$ cat src/rtl/output_buffer_ctrl.sv
// Output buffer sequencing controller: captures one (rbr) or two (parallel) eFlash samples,
// then presents one encoded result per operation until the requested count is consumed.
module output_buffer_ctrl #(
  parameter int unsigned NUM_OPS_W = 8
) (
  input  logic                 clk_i,
  input  logic                 rst_i,
  input  logic                 start_i,
  input  logic                 abort_i,
  input  logic [2:0]           pim_mode_i,
  input  logic [NUM_OPS_W-1:0] num_ops_i,
  input  logic                 eflash_valid_i,
  input  logic                 out_ready_i,
  output logic [2:0]           pim_mode_o,
  output logic                 buf_write_en_1_o,
  output logic                 buf_write_en_2_o,
  output logic                 buf_read_en_o,
  output logic                 out_valid_o,
  output logic                 busy_o,
  output logic                 done_o,
  output logic                 err_o
);

  localparam logic [2:0] ModePar = 3'b101;
  localparam logic [2:0] ModeRbr = 3'b110;

  typedef enum logic [1:0] {StIdle, StCap1, StCap2, StRead} state_e;

  state_e               state_q, state_d;
  logic [2:0]           mode_q, mode_d;
  logic [NUM_OPS_W-1:0] nops_q, nops_d;
  logic [NUM_OPS_W-1:0] cnt_q, cnt_d;
  logic                 err_q, err_d;
  logic                 done_q, done_d;
  logic                 start_ok;
  logic                 accept;

  assign start_ok = ((pim_mode_i == ModePar) || (pim_mode_i == ModeRbr)) &&
                    (num_ops_i != '0);
  assign accept   = (state_q == StRead) && out_ready_i;

  always_comb begin
    state_d = state_q;
    mode_d  = mode_q;
    nops_d  = nops_q;
    cnt_d   = cnt_q;
    err_d   = 1'b0;
    done_d  = 1'b0;
    unique case (state_q)
      StIdle: begin
        if (start_i) begin
          if (start_ok) begin
            mode_d  = pim_mode_i;
            nops_d  = num_ops_i;
            cnt_d   = '0;
            state_d = StCap1;
          end else begin
            err_d = 1'b1;
          end
        end
      end
      StCap1: begin
        if (abort_i) begin
          state_d = StIdle;
        end else if (eflash_valid_i) begin
          state_d = (mode_q == ModePar) ? StCap2 : StRead;
        end
      end
      StCap2: begin
        if (abort_i) begin
          state_d = StIdle;
        end else if (eflash_valid_i) begin
          state_d = StRead;
        end
      end
      StRead: begin
        if (abort_i) begin
          // An accepted result still counts, but the sequence ends silently.
          if (accept) cnt_d = cnt_q + NUM_OPS_W'(1);
          state_d = StIdle;
        end else if (accept) begin
          if (cnt_q == nops_q - NUM_OPS_W'(1)) begin
            done_d  = 1'b1;
            state_d = StIdle;
          end else begin
            cnt_d   = cnt_q + NUM_OPS_W'(1);
            state_d = StCap1;
          end
        end
      end
      default: state_d = StIdle;
    endcase
  end

  always_ff @(posedge clk_i or posedge rst_i) begin
    if (rst_i) begin
      state_q <= StIdle;
      mode_q  <= 3'b000;
      nops_q  <= '0;
      cnt_q   <= '0;
      err_q   <= 1'b0;
      done_q  <= 1'b0;
    end else begin
      state_q <= state_d;
      mode_q  <= mode_d;
      nops_q  <= nops_d;
      cnt_q   <= cnt_d;
      err_q   <= err_d;
      done_q  <= done_d;
    end
  end

  assign pim_mode_o       = mode_q;
  assign buf_write_en_1_o = (state_q == StCap1) && eflash_valid_i;
  assign buf_write_en_2_o = (state_q == StCap2) && eflash_valid_i;
  assign buf_read_en_o    = (state_q == StRead);
  assign out_valid_o      = (state_q == StRead);
  assign busy_o           = (state_q != StIdle);
  assign done_o           = done_q;
  assign err_o            = err_q;

endmodule

$ cat config.mk
export PLATFORM = sky130hd
export DESIGN_NAME = output_buffer_ctrl
export DESIGN_NICKNAME = d
export VERILOG_FILES = /design/src/rtl/output_buffer_ctrl.sv
export SDC_FILE = /design/constraint.sdc
export NUM_CORES = 1
export LEC_CHECK = 0
export CORE_ASPECT_RATIO = 1.1
export CORE_UTILIZATION = 35
export DETAILED_ROUTE_END_ITERATION = 6
export SETUP_SLACK_MARGIN = 0.02
export SYNTH_ARGS = -nofsm -noshare
export SYNTH_HDL_FRONTEND = slang
export SYNTH_SLANG_ARGS = --single-unit
$ cat constraint.sdc
create_clock -name clk_i -period 3.33 [get_ports clk_i]
set_input_delay 0.666 -clock clk_i [delete_from_list [all_inputs] [get_ports clk_i]]
set_output_delay 0.666 -clock clk_i [all_outputs]
set_load 0.05 [all_outputs]
After elaboration in Yosys (flattened, before gate mapping) --
Index checks and enable logic that the tools add are counted.
Word-level totals: register bits after elaboration 23, word-level logic and storage cells 59, input bits 17, output and inout bits 10
Operators by class: add/subtract/negate cells 2, reductions and logical operators 12, equal/unequal tests 14, muxes and demuxes 25
Operators by type and width (number):
- two-way mux 8 bit | 6
- two-way mux 2 bit | 8
- one-hot mux 8 bit (2 select lines) | 1
- AND reduction 5 bit | 2
- == test 3 bit, second input constant | 3
- two-way mux 1 bit | 9
- != test 3 bit, second input constant | 3
- adder 8 x 1 -> 8 bit, second input constant | 1
- == test 8 bit | 1
- one-hot mux 2 bit (4 select lines) | 1
- nonzero test 8 bit | 1
- subtractor 8 x 1 -> 8 bit, second input constant | 1
- == test 2 bit, second input constant | 2
- logical AND 1 bit | 4
- != test 2 bit, second input constant | 2
- nonzero test 2 bit | 2
- != test 3 x 2 -> 1 bit, second input constant | 1
- AND reduction 3 bit | 1
- == test 2 x 1 -> 1 bit, second input constant | 1
- logical NOT 2 bit | 1
- != test 2 x 1 -> 1 bit, second input constant | 1
- logical OR 1 bit | 1

Depth between registers and ports, before layout --
Gate-level depths: netlist (run 1).
depth after elaboration 6, gate-level depth with buffers 8

Worst setup path after synthesis (run 1) --
No wires, ideal clock.
path type register to register, from register nops_q[0], to register cnt_q[0], slack 0.634 ns, period minus slack after synthesis 2.696 ns, stages on the path, launching flop included 9, arrival 2.571 ns, path buffers 0, data required time 3.205 ns, path through dfrtp_1 > inv_1 > ha_1 > or3b_1 > or4_1 > nor4bb_1 > o311a_4 > a21oi_1 > mux2_2
On the way: longest elaborated chain between the ends 4
Ends and longest elaborated chain:
- start: declaration | line 31 | logic [NUM_OPS_W-1:0] nops_q, nops_d;
- start signal: assignment | line 106 | nops_q <= nops_d;
- subtractor 8 x 1 -> 8 bit | line 82 | if (cnt_q == nops_q - NUM_OPS_W'(1)) begin
- == test 8 bit | line 82
- != test 3 bit (no line)
- AND reduction 5 bit (no line)
- end signal: assignment | line 107 | cnt_q <= cnt_d;
- end: declaration | line 32 | logic [NUM_OPS_W-1:0] cnt_q, cnt_d;
No other way between the ends. A chain may end at the register's enable or synchronous reset.

Final worst setup path (run 1) --
from register nops_q[0], to register cnt_q[2]
The elaborated chain is that of the path after synthesis.

==> flow_summary.json, run 1 <==
{
  "status": "complete, no violations",
  "whs_endpoint": "pim_mode_o[2]$_DFFE_PP0P_",
  "synth_edf_count": 0,
  "peakVddDrop_v": 0.000266,
  "cp-start-kind": "register",
  "vias_per_cell": 5.55,
  "synthSimpleGateAreaFrac_pct": 19.4,
  "syn_inst": 149,
  "core_sq_um": 3960,
  "wirelength_microns": 3360,
  "powerDensity_nw_per_um2": 703,
  "nFillCells": 403,
  "cts_buffers": 3,
  "min_delay_path_depth": 1,
  "antenna_found_initial": 0,
  "grt_pass1_wl_microns": 5750,
  "cts_buffer_depth": 2,
  "synth-seq-cells": 23,
  "hold_viol": 0,
  "synth_warnings": 0,
  "synth_top_area_cell": "dfrtp_1",
  "synthAdderAreaFrac_pct": 1.72,
  "cts_num_sinks": 23,
  "fp.dieH_microns": 69.5,
  "finalCritPeriodShare_pct": 86.5,
  "syn_area_sq_um": 1450,
  "crit_family": "simple AND/OR/NAND/NOR gates",
  "ant_nets": 0,
  "syn-num-nets": 168,
  "regArea_sq_um": 576,
  "finalSetupViolations": 0,
  "worstPathRequired_ps": 3520,
  "fin_nets": 193,
  "timing_worst_setup_path_type": "register to register",
  "dr.pass1.iters": 4,
  "endpoint_kind": "register",
  "clk_pin_slew_ps": 90,
  "r2r_cells": 8,
  "maxCapViolCount": 0,
  "antenna_cells": 0,
  "synth_flop_cell": "dfrtp_1",
  "hold_buffers": 0,
  "yosysUniqueCellTypes": 41,
  "synth_top_family_by_area": "simple AND/OR/NAND/NOR gates",
  "die-area_sq_um": 4410,
  "rows": 24,
  "fin_setup_tns_ps": 0,
  "post_cts_buffers": 0,
  "grt_setup_unrepaired": "false",
  "fin_crit_ps": 2880,
  "min-delay-start": "pim_mode_o[2]$_DFFE_PP0P_",
  "io_pins": 27,
  "crit_arrival_ps": 3070,
  "clock_latency_ps": 260,
  "multiInputGateArea_sq_um": 808,
  "r2r-end": "cnt_q[2]$_DFFE_PP0P_",
  "h-tree-depth": 1,
  "maxSlewViolCount": 0,
  "critPathBufInv": 1,
  "avgSynthCellArea_sq_um": 9.74,
  "fin_cells": 225,
  "synthTopCellsByArea": "dfrtp_1, mux2_2, xnor2_1, mux2i_1, nor2_1",
  "place_congestion": 0.842,
  "synth_xor_area_share_pct": 5.43,
  "overflow": 0,
  "grt_max_degree": 24,
  "fmax_ghz": 0.347,
  "cts_tree": "built",
  "critical_path.cell_chain": "inv_1 > ha_1 > or3b_1 > o31ai_1 > nor4bb_1 > o311ai_2 > o311ai_1 > mux2i_1",
  "grtUsageTotal_pct": 16.3,
  "crit_path_max_incr_delay_ps": 550,
  "synth-async-reset-ratio_pct": 100,
  "drtIter0Drc": 82,
  "io_buffers": 26,
  "ys_seq_area_share_pct": 39.7,
  "clock_skew_ps": 3.32,
  "ctsRootBufferMaster": "clkbuf_8",
  "via_count": 1249,
  "area_growth_pct": 24.0,
  "cts_resized": 0,
  "synthMuxAreaShare_pct": 11.9,
  "post_drt_wl_per_cell_microns": 14.9,
  "slowest_stage": "nor4bb_1",
  "rrSetupSlack_ps": 450,
  "synth_top_area_share_pct": 39.7,
  "dp_cells": 221,
  "slew_headroom_pct": 40.0,
  "min_path_type": "register to register",
  "worst_slew_pin_slew_ps": 899,
  "die_width_microns": 63.4,
  "cp_max_fo": 5,
  "hpwl_microns": 2550,
  "synth_compound_gate_area_share_pct": 17.2,
  "grt_pass1_vias": 1204,
  "drive_gt1_share_pct": 9.83,
  "drc": 0,
  "reg2reg_from": "nops_q[0]$_DFFE_PP0P_",
  "p_leak_nw": 0.746,
  "initial_core_util_pct": 36.6
}
flip-flops by register name, summed over array words and instances (netlist names):
| signal | cells |
|---|---|
| pim_mode_o | 3 |
| done_o | 1 |
| err_o | 1 |
| nops_q | 8 |
| cnt_q | 8 |
| state_q | 2 |
Yosys cell counts, drive strengths merged (2+ instances only):
cell type and number:
a41oi 2, nand2b 5, nand4 4, a21oi 6
o2111ai 2, clkbuf 6, or4 4, ha 2
a2111oi 2, xnor2 7, nand2 10, nor3 4
inv 10, a211oi 3, or3 2, nand3 2
o21ai 2, and3 3, o22ai 2, nor2 13
o311ai 2, xor2 2, dfrtp 23, a211o 2
mux2i 6, mux2 10
logic make-up (layout without fill, tap and decap cells):
group	Yosys count	count (layout)
multiplexers	16	16
buffers and inverters	17	41
XOR/XNOR	9	9
flip-flops	23	23
adder cells (fa/ha/maj)	2	2
AND/OR/NAND/NOR	53	53
AO/OA/AOI/OAI	29	29
layout by cell type, fill, tap and decap left out, types with 2 or more instances in the layout:
master / n
o2111ai_1: 2
nor2_1: 13
clkdlybuf4s50_1: 26
mux2i_1: 6
or3_1: 2
xnor2_1: 7
o22ai_1: 2
nor3_1: 4
or4_1: 4
nand2b_1: 5
xor2_1: 2
nand2_1: 10
a211oi_1: 3
nand4_1: 4
dfrtp_1: 23
a211o_1: 2
clkbuf_8: 3
ha_1: 2
mux2_2: 10
a41oi_1: 2
and3_1: 3
nand3_1: 2
o21ai_0: 2
a21oi_1: 6
inv_1: 10
worst max path at each step:
| stage | depth (start not counted) | slack [ps] | end | start |
|---|---|---|---|---|
| 2_1_floorplan | 8 | 630 | cnt_q[0]$_DFFE_PP0P_ | nops_q[0]$_DFFE_PP0P_ |
| 3_3_place_gp | 5 | 500 | nops_q[7]$_DFFE_PP0P_ | num_ops_i[3] |
| 3_5_place_dp | 5 | 460 | nops_q[5]$_DFFE_PP0P_ | num_ops_i[3] |
| 4_1_cts | 8 | 460 | cnt_q[6]$_DFFE_PP0P_ | nops_q[0]$_DFFE_PP0P_ |
| 5_1_grt | 8 | 110 | cnt_q[2]$_DFFE_PP0P_ | nops_q[0]$_DFFE_PP0P_ |
| 6_report | 8 | 450 | cnt_q[2]$_DFFE_PP0P_ | nops_q[0]$_DFFE_PP0P_ |
power by group:
part	internal [mW]	total (mW)	switching (mW)
Combinational	0.268	0.609	0.341
Clock	0.0853	0.175	0.0899
Sequential	0.365	0.480	0.116
Total	0.718	1.26	0.547
layout make-up:
| class | count | share of cell area, % |
|---|---|---|
| sequential | 23 | 32.0 |
| tap | 52 | 3.62 |
| multi-input combinational | 109 | 44.9 |
| clock buffer | 4 | 2.50 |
| inverter | 10 | 2.09 |
| timing repair buffer | 27 | 14.9 |
metal layers:
layer | share of wire [%] | global-route usage [%] | vias to the layer above
met5 | 0 | 0 | -
met1 | 44 | 22.7 | 615
met4 | 1.2 | 4.55 | 0
li1 | - | - | 590
met2 | 51 | 26.2 | 38
met3 | 4.0 | 2.30 | 6
through the flow:
step	util, %	hold WS [ps]	setup WS [ps]	power [mW]	instance area [sq um]
global route	45.4	567	113	1.36	1800
detailed placement	44.3	516	459	1.09	1750
global placement	44.3	513	497	1.07	1750
finish	45.4	531	451	1.26	1800
CTS	45.4	544	459	1.27	1800
floorplan	-	501	634	0.922	1450
Power figures use the tool's default switching activity.
==> inputs of run 2 (changes only) <==
--- a/config.mk
+++ b/config.mk
@@ -9,6 +9,7 @@
 export CORE_UTILIZATION = 35
 export DETAILED_ROUTE_END_ITERATION = 6
 export SETUP_SLACK_MARGIN = 0.02
+export SLEW_MARGIN = 20
 export SYNTH_ARGS = -nofsm -noshare
 export SYNTH_HDL_FRONTEND = slang
 export SYNTH_SLANG_ARGS = --single-unit
==> results of run 2 <==
No change in the layout: final DEF, timing and power equal those of run 1.
==> patch 1 (config.mk and constraints of run 2) <==
Set the parameter `NUM_OPS_W` to 6 (it was 8).
--- a/src/rtl/output_buffer_ctrl.sv
+++ b/src/rtl/output_buffer_ctrl.sv
@@ -1,7 +1,7 @@
 // Output buffer sequencing controller: captures one (rbr) or two (parallel) eFlash samples,
 // then presents one encoded result per operation until the requested count is consumed.
 module output_buffer_ctrl #(
-  parameter int unsigned NUM_OPS_W = 8
+  parameter int unsigned NUM_OPS_W = 6
 ) (
   input  logic                 clk_i,
   input  logic                 rst_i,
Interface: changed (resized num_ops_i); port bits go from 27 to 25. The function was not compared with the original's and may differ.
==> patch 1 against run 2 <==
Area after synthesis fell by 23%; cell area decreased by 23%; wire length down 32%; worst setup slack better by 0.098 ns; sequential cell count fell by 4; power shrank 6.6%; die area fell by 23%; global-route usage is 2.2 points lower; largest power group unchanged; highest routed layer unchanged.
==> patch 1: results (changes against run 2) <==
clk buf depth 2 (unchanged); Pleak 0.634 nW (-15%); TritonCTS buffer count 3 (unchanged); Clock Latency Late Sink 0.30 ns (+0.04 ns); Synth top cells by count dfrtp_1, nand2_1, nor2_1; unique cell type count in the Yosys netlist 34 (-17%); vias in the first global route 869 (-28%); synth top area cells dfrtp_1, mux2_2, mux2i_1, xnor2_1, nand2_1; largest net degree at the start of global routing 20 (-17%); worst ir drop on vdd 0.000374 V (+40%); IO Port Bufs 24 (-7.7%); terminus of the critical flop-to-flop path cnt_q[2]; RD Place Congestion 0.760 (-9.8%); postcts setup bufs 0 (unchanged); antenna violations before repair 0 (unchanged); DP Wirelength 1730 um (-32%); setup slack, reg-to-reg 0.86 ns (+0.41 ns); Clock Skews 0.000398 ns (-0.00292 ns); clk slew on worst S/H paths 0.11 ns (+0.02 ns); post_cts resized 0 (unchanged); vias per inst 5.09 (-8.3%); critical-path maximum fanout 3 (-2); Inserted Diodes 0 (unchanged); root buffer cell clkbuf_4; share of post-route cells with drive strength above 1 11.6% (+1.8 points); Global Route Usage Sum 14.1% (-2.2 points); DR WL/cell 13.2 um (-11%); CTS H-tree depth 1 (unchanged); Hold EP cnt_q[5]; Worst Reg-to-Reg Cells 8 (unchanged); NumNets Final 156 (-19%); worst hold path type flop to flop; hold_sp cnt_q[5]; DRT iter0 DRCs 32 (-61%); first-pass GRT wire length 3660 um (-36%); Seq/Total Area, Yosys 42.7% (+3.0 points); Syn Nets 132 (-21%); Synth top area share 42.7% (+3.0 points); YS warnings 0 (unchanged); placed inst area 1370 um^2 (-22%); Worst slew margin 49.6% (+9.6 points); crit path DAT 2.12 ns (-0.95 ns); async set-reset flop share out of synthesis 100% (unchanged); FF-to-FF Start nops_q[0]; status completed; drt first pass iters 4 (unchanged); Worst Hold Depth 1 (unchanged)
[patch 1: final cells by class]
class	instances	area, um^2
clock buffers	3	22.5
clock inverters	1	5.00
fillers	322	1650
inverters	8	30.0
multi-input cells	82	573
flip-flops and latches	19	475
well taps	34	42.5
repair buffers	25	245
[patch 1: worst max path at each step]
stage | from | end | slack, ns | cells past startpoint
2_1_floorplan | num_ops_i[0] | nops_q[0] | 0.92 | 5
3_3_place_gp | num_ops_i[0] | nops_q[1] | 0.48 | 5
3_5_place_dp | num_ops_i[0] | nops_q[3] | 0.42 | 5
4_1_cts | eflash_valid_i | buf_write_en_2_o | 0.54 | 4
5_1_grt | eflash_valid_i | buf_write_en_2_o | 0.47 | 4
6_report | eflash_valid_i | buf_write_en_2_o | 0.55 | 4
[patch 1: logic make-up after synthesis]
family | after synthesis | synth area share (%)
simple gates | 42 | 18.9
flops | 19 | 42.7
compound gates | 15 | 9.77
buf+inv | 14 | 5.84
mux | 14 | 13.5
xor+xnor | 9 | 7.08
fa+ha+maj | 2 | 2.25
[patch 1: report_power, final]
| part | switching [mW] | total, mW | internal (mW) |
|---|---|---|---|
| logic | 0.356 | 0.630 | 0.275 |
| clock network | 0.0750 | 0.120 | 0.0448 |
| registers | 0.117 | 0.431 | 0.314 |
[patch 1: routing by layer]
metal | global-route usage [%] | wire (um) | up-vias
li1 | - | - | 446
met3 | 4.62 | 95 | 4
met2 | 24.1 | 1030 | 23
met5 | 0 | 0 | -
met4 | 4.64 | 34 | 0
met1 | 17.2 | 1120 | 403
[patch 1: stage by stage]
step                      setup WS, ns  std cells  total power, mW  hold WS (ns)
after detailed placement         0.424        168             1.07         0.487
after global routing             0.467        172             1.27         0.535
final                            0.549        172             1.18         0.503
after floorplan                  0.923        115            0.901         0.466
after CTS                        0.538        172             1.19         0.507
after global placement           0.477        168             1.05         0.481
[patch 1: worst max-delay path, cell delays in order]
cell and delay, ns:
clkdlybuf4s50_1 0.49, nand2_1 0.06, nor2_1 0.10, clkdlybuf4s50_1 0.80
==> patch 2 (settings of run 2) <==
Without the edit above. Remove the register `err_q`: a continuous assignment takes its place, so the output `err_o` follows one clock earlier.
--- a/src/rtl/output_buffer_ctrl.sv
+++ b/src/rtl/output_buffer_ctrl.sv
@@ -98,17 +98,17 @@
       mode_q  <= 3'b000;
       nops_q  <= '0;
       cnt_q   <= '0;
-      err_q   <= 1'b0;
       done_q  <= 1'b0;
     end else begin
       state_q <= state_d;
       mode_q  <= mode_d;
       nops_q  <= nops_d;
       cnt_q   <= cnt_d;
-      err_q   <= err_d;
       done_q  <= done_d;
     end
   end
+
+  assign err_q = err_d;
 
   assign pim_mode_o       = mode_q;
   assign buf_write_en_1_o = (state_q == StCap1) && eflash_valid_i;
Check against the original RTL: not equivalent (a bounded check fails within 4 cycles, from zero or initial values and one cycle with rst_i high).
==> patch 2 against run 2 <==
Wire length fell by 9.0%; critical path type is now input pin to output pin; highest routed layer unchanged; sequential cell count fell by 1; sequential power fell by 4.4%; critical endpoint is now buf_write_en_2_o; cell area rose by 0.28%; worst setup slack improved by 0.088 ns; power rose by 2.1%; the flow now finishes with violations (DRC); combinational power fell by 5.1%; area after synthesis fell by 1.6%; utilization rose by 0.47 points.
==> patch 2: results (changes against run 2) <==
CP top delay family buffers and inverters; vias in the first global route 1,105 (-8.2%); buffering overhead 14.6% (-0.32 points); top_reg_cell synth dfrtp_1; NumNets Final 184 (-4.7%); via count 1,140 (-8.7%); fillers 379 (-6.0%); async set-reset flop share out of synthesis 100% (unchanged); Post-Route WL 3050 um (-9.0%); drc violations 2 (+2); post-synthesis mux area share 8.58% (-3.3 points); drt first pass iters 6 (+2); dpl ws 0.544 ns (+0.0845 ns); Synth Area in Compound Gates 19.4% (+2.2 points); Synth top cells by count dfrtp_1, inv_1, mux2_2, nand2_1; setup slack, reg-to-reg 0.95 ns (+0.50 ns); sequential cells 22 (-4.3%); first-pass GRT wire length 5280 um (-8.3%); Pint 0.758 mW (+5.6%); Pleak 0.746 nW (about the same); failing checks DRC; slowest CP cell clkdlybuf4s50_1; critical-path maximum fanout 3 (-2); crit path DAT 2.12 ns (-0.95 ns); Clock Buffer Count 3 (-1); Inst Count DP 212 (-4.1%); Post-Synth XOR/XNOR Area 6.65% (+1.2 points); unique cell type count in the Yosys netlist 47 (+15%); cell count after synthesis 138 (-7.4%); adder-cell area share of the yosys netlist 1.75% (+0.027 points); RD Place Congestion 0.780 (-7.3%); share of post-route cells with drive strength above 1 17.1% (+7.2 points); worst hold path type flop to flop; WHS 0.509 ns (-0.0223 ns); Seq/Total Area, Yosys 38.5% (-1.1 points); register share of the cell area 30.5% (-1.5 points); layout multi-input combinational cell count 101 (-7.3%); Syn Nets 157 (-6.5%); Worst Reg-to-Reg Cells 6 (-2); Global Route Usage Sum 15.4% (-0.91 points); synth top area cells dfrtp_1, mux2_2, a2111oi_4, nor3b_1, xnor2_1; DRT iter0 DRCs 58 (-29%); multi-input combinational area share 45.3% (+0.36 points); Clock Skews 0.00213 ns (-0.00119 ns); FF+latch area 551 um^2 (-4.3%); Clock buf/inv share 3.95% (+1.4 points); DR WL/cell 14.1 um (-5.2%); worst ir drop on vdd 0.000361 V (+36%); placed inst area 1730 um^2 (-1.2%); largest net degree at the start of global routing 23 (-4.2%); CP max stage delay 0.80 ns (+0.25 ns); status finished, violations left; terminus of the critical flop-to-flop path cnt_q[2]; Slew @ Worst Pin 0.858 ns (-0.0412 ns)
==> patch 2: power by group through the flow <==
stage          registers, mW  clock network (mW)  logic (mW)
2_1_floorplan          0.472                   0       0.417
3_3_place_gp           0.461                   0       0.567
3_5_place_dp           0.466                   0       0.579
4_1_cts                0.460               0.257       0.582
5_1_grt                0.476               0.269       0.626
6_report               0.459               0.253       0.578
==> patch 2: how the worst max path moves through the flow <==
stage                    from               end  slack [ns]  depth (start not counted)
6_report       eflash_valid_i  buf_write_en_2_o        0.54                          4
5_1_grt            state_q[1]       out_valid_o        0.47                          3
4_1_cts        eflash_valid_i  buf_write_en_2_o        0.53                          4
3_5_place_dp   eflash_valid_i  buf_write_en_2_o        0.54                          4
3_3_place_gp   eflash_valid_i  buf_write_en_2_o        0.56                          4
2_1_floorplan    num_ops_i[0]             err_o        0.94                          3
==> patch 2: metal layers <==
layer	GRT usage, %	vias up	part of all wire (%)
li1	-	562	-
met1	21.3	562	48
met2	24.1	13	49
met3	1.99	3	1.6
met4	6.20	0	1.0
met5	0	-	0
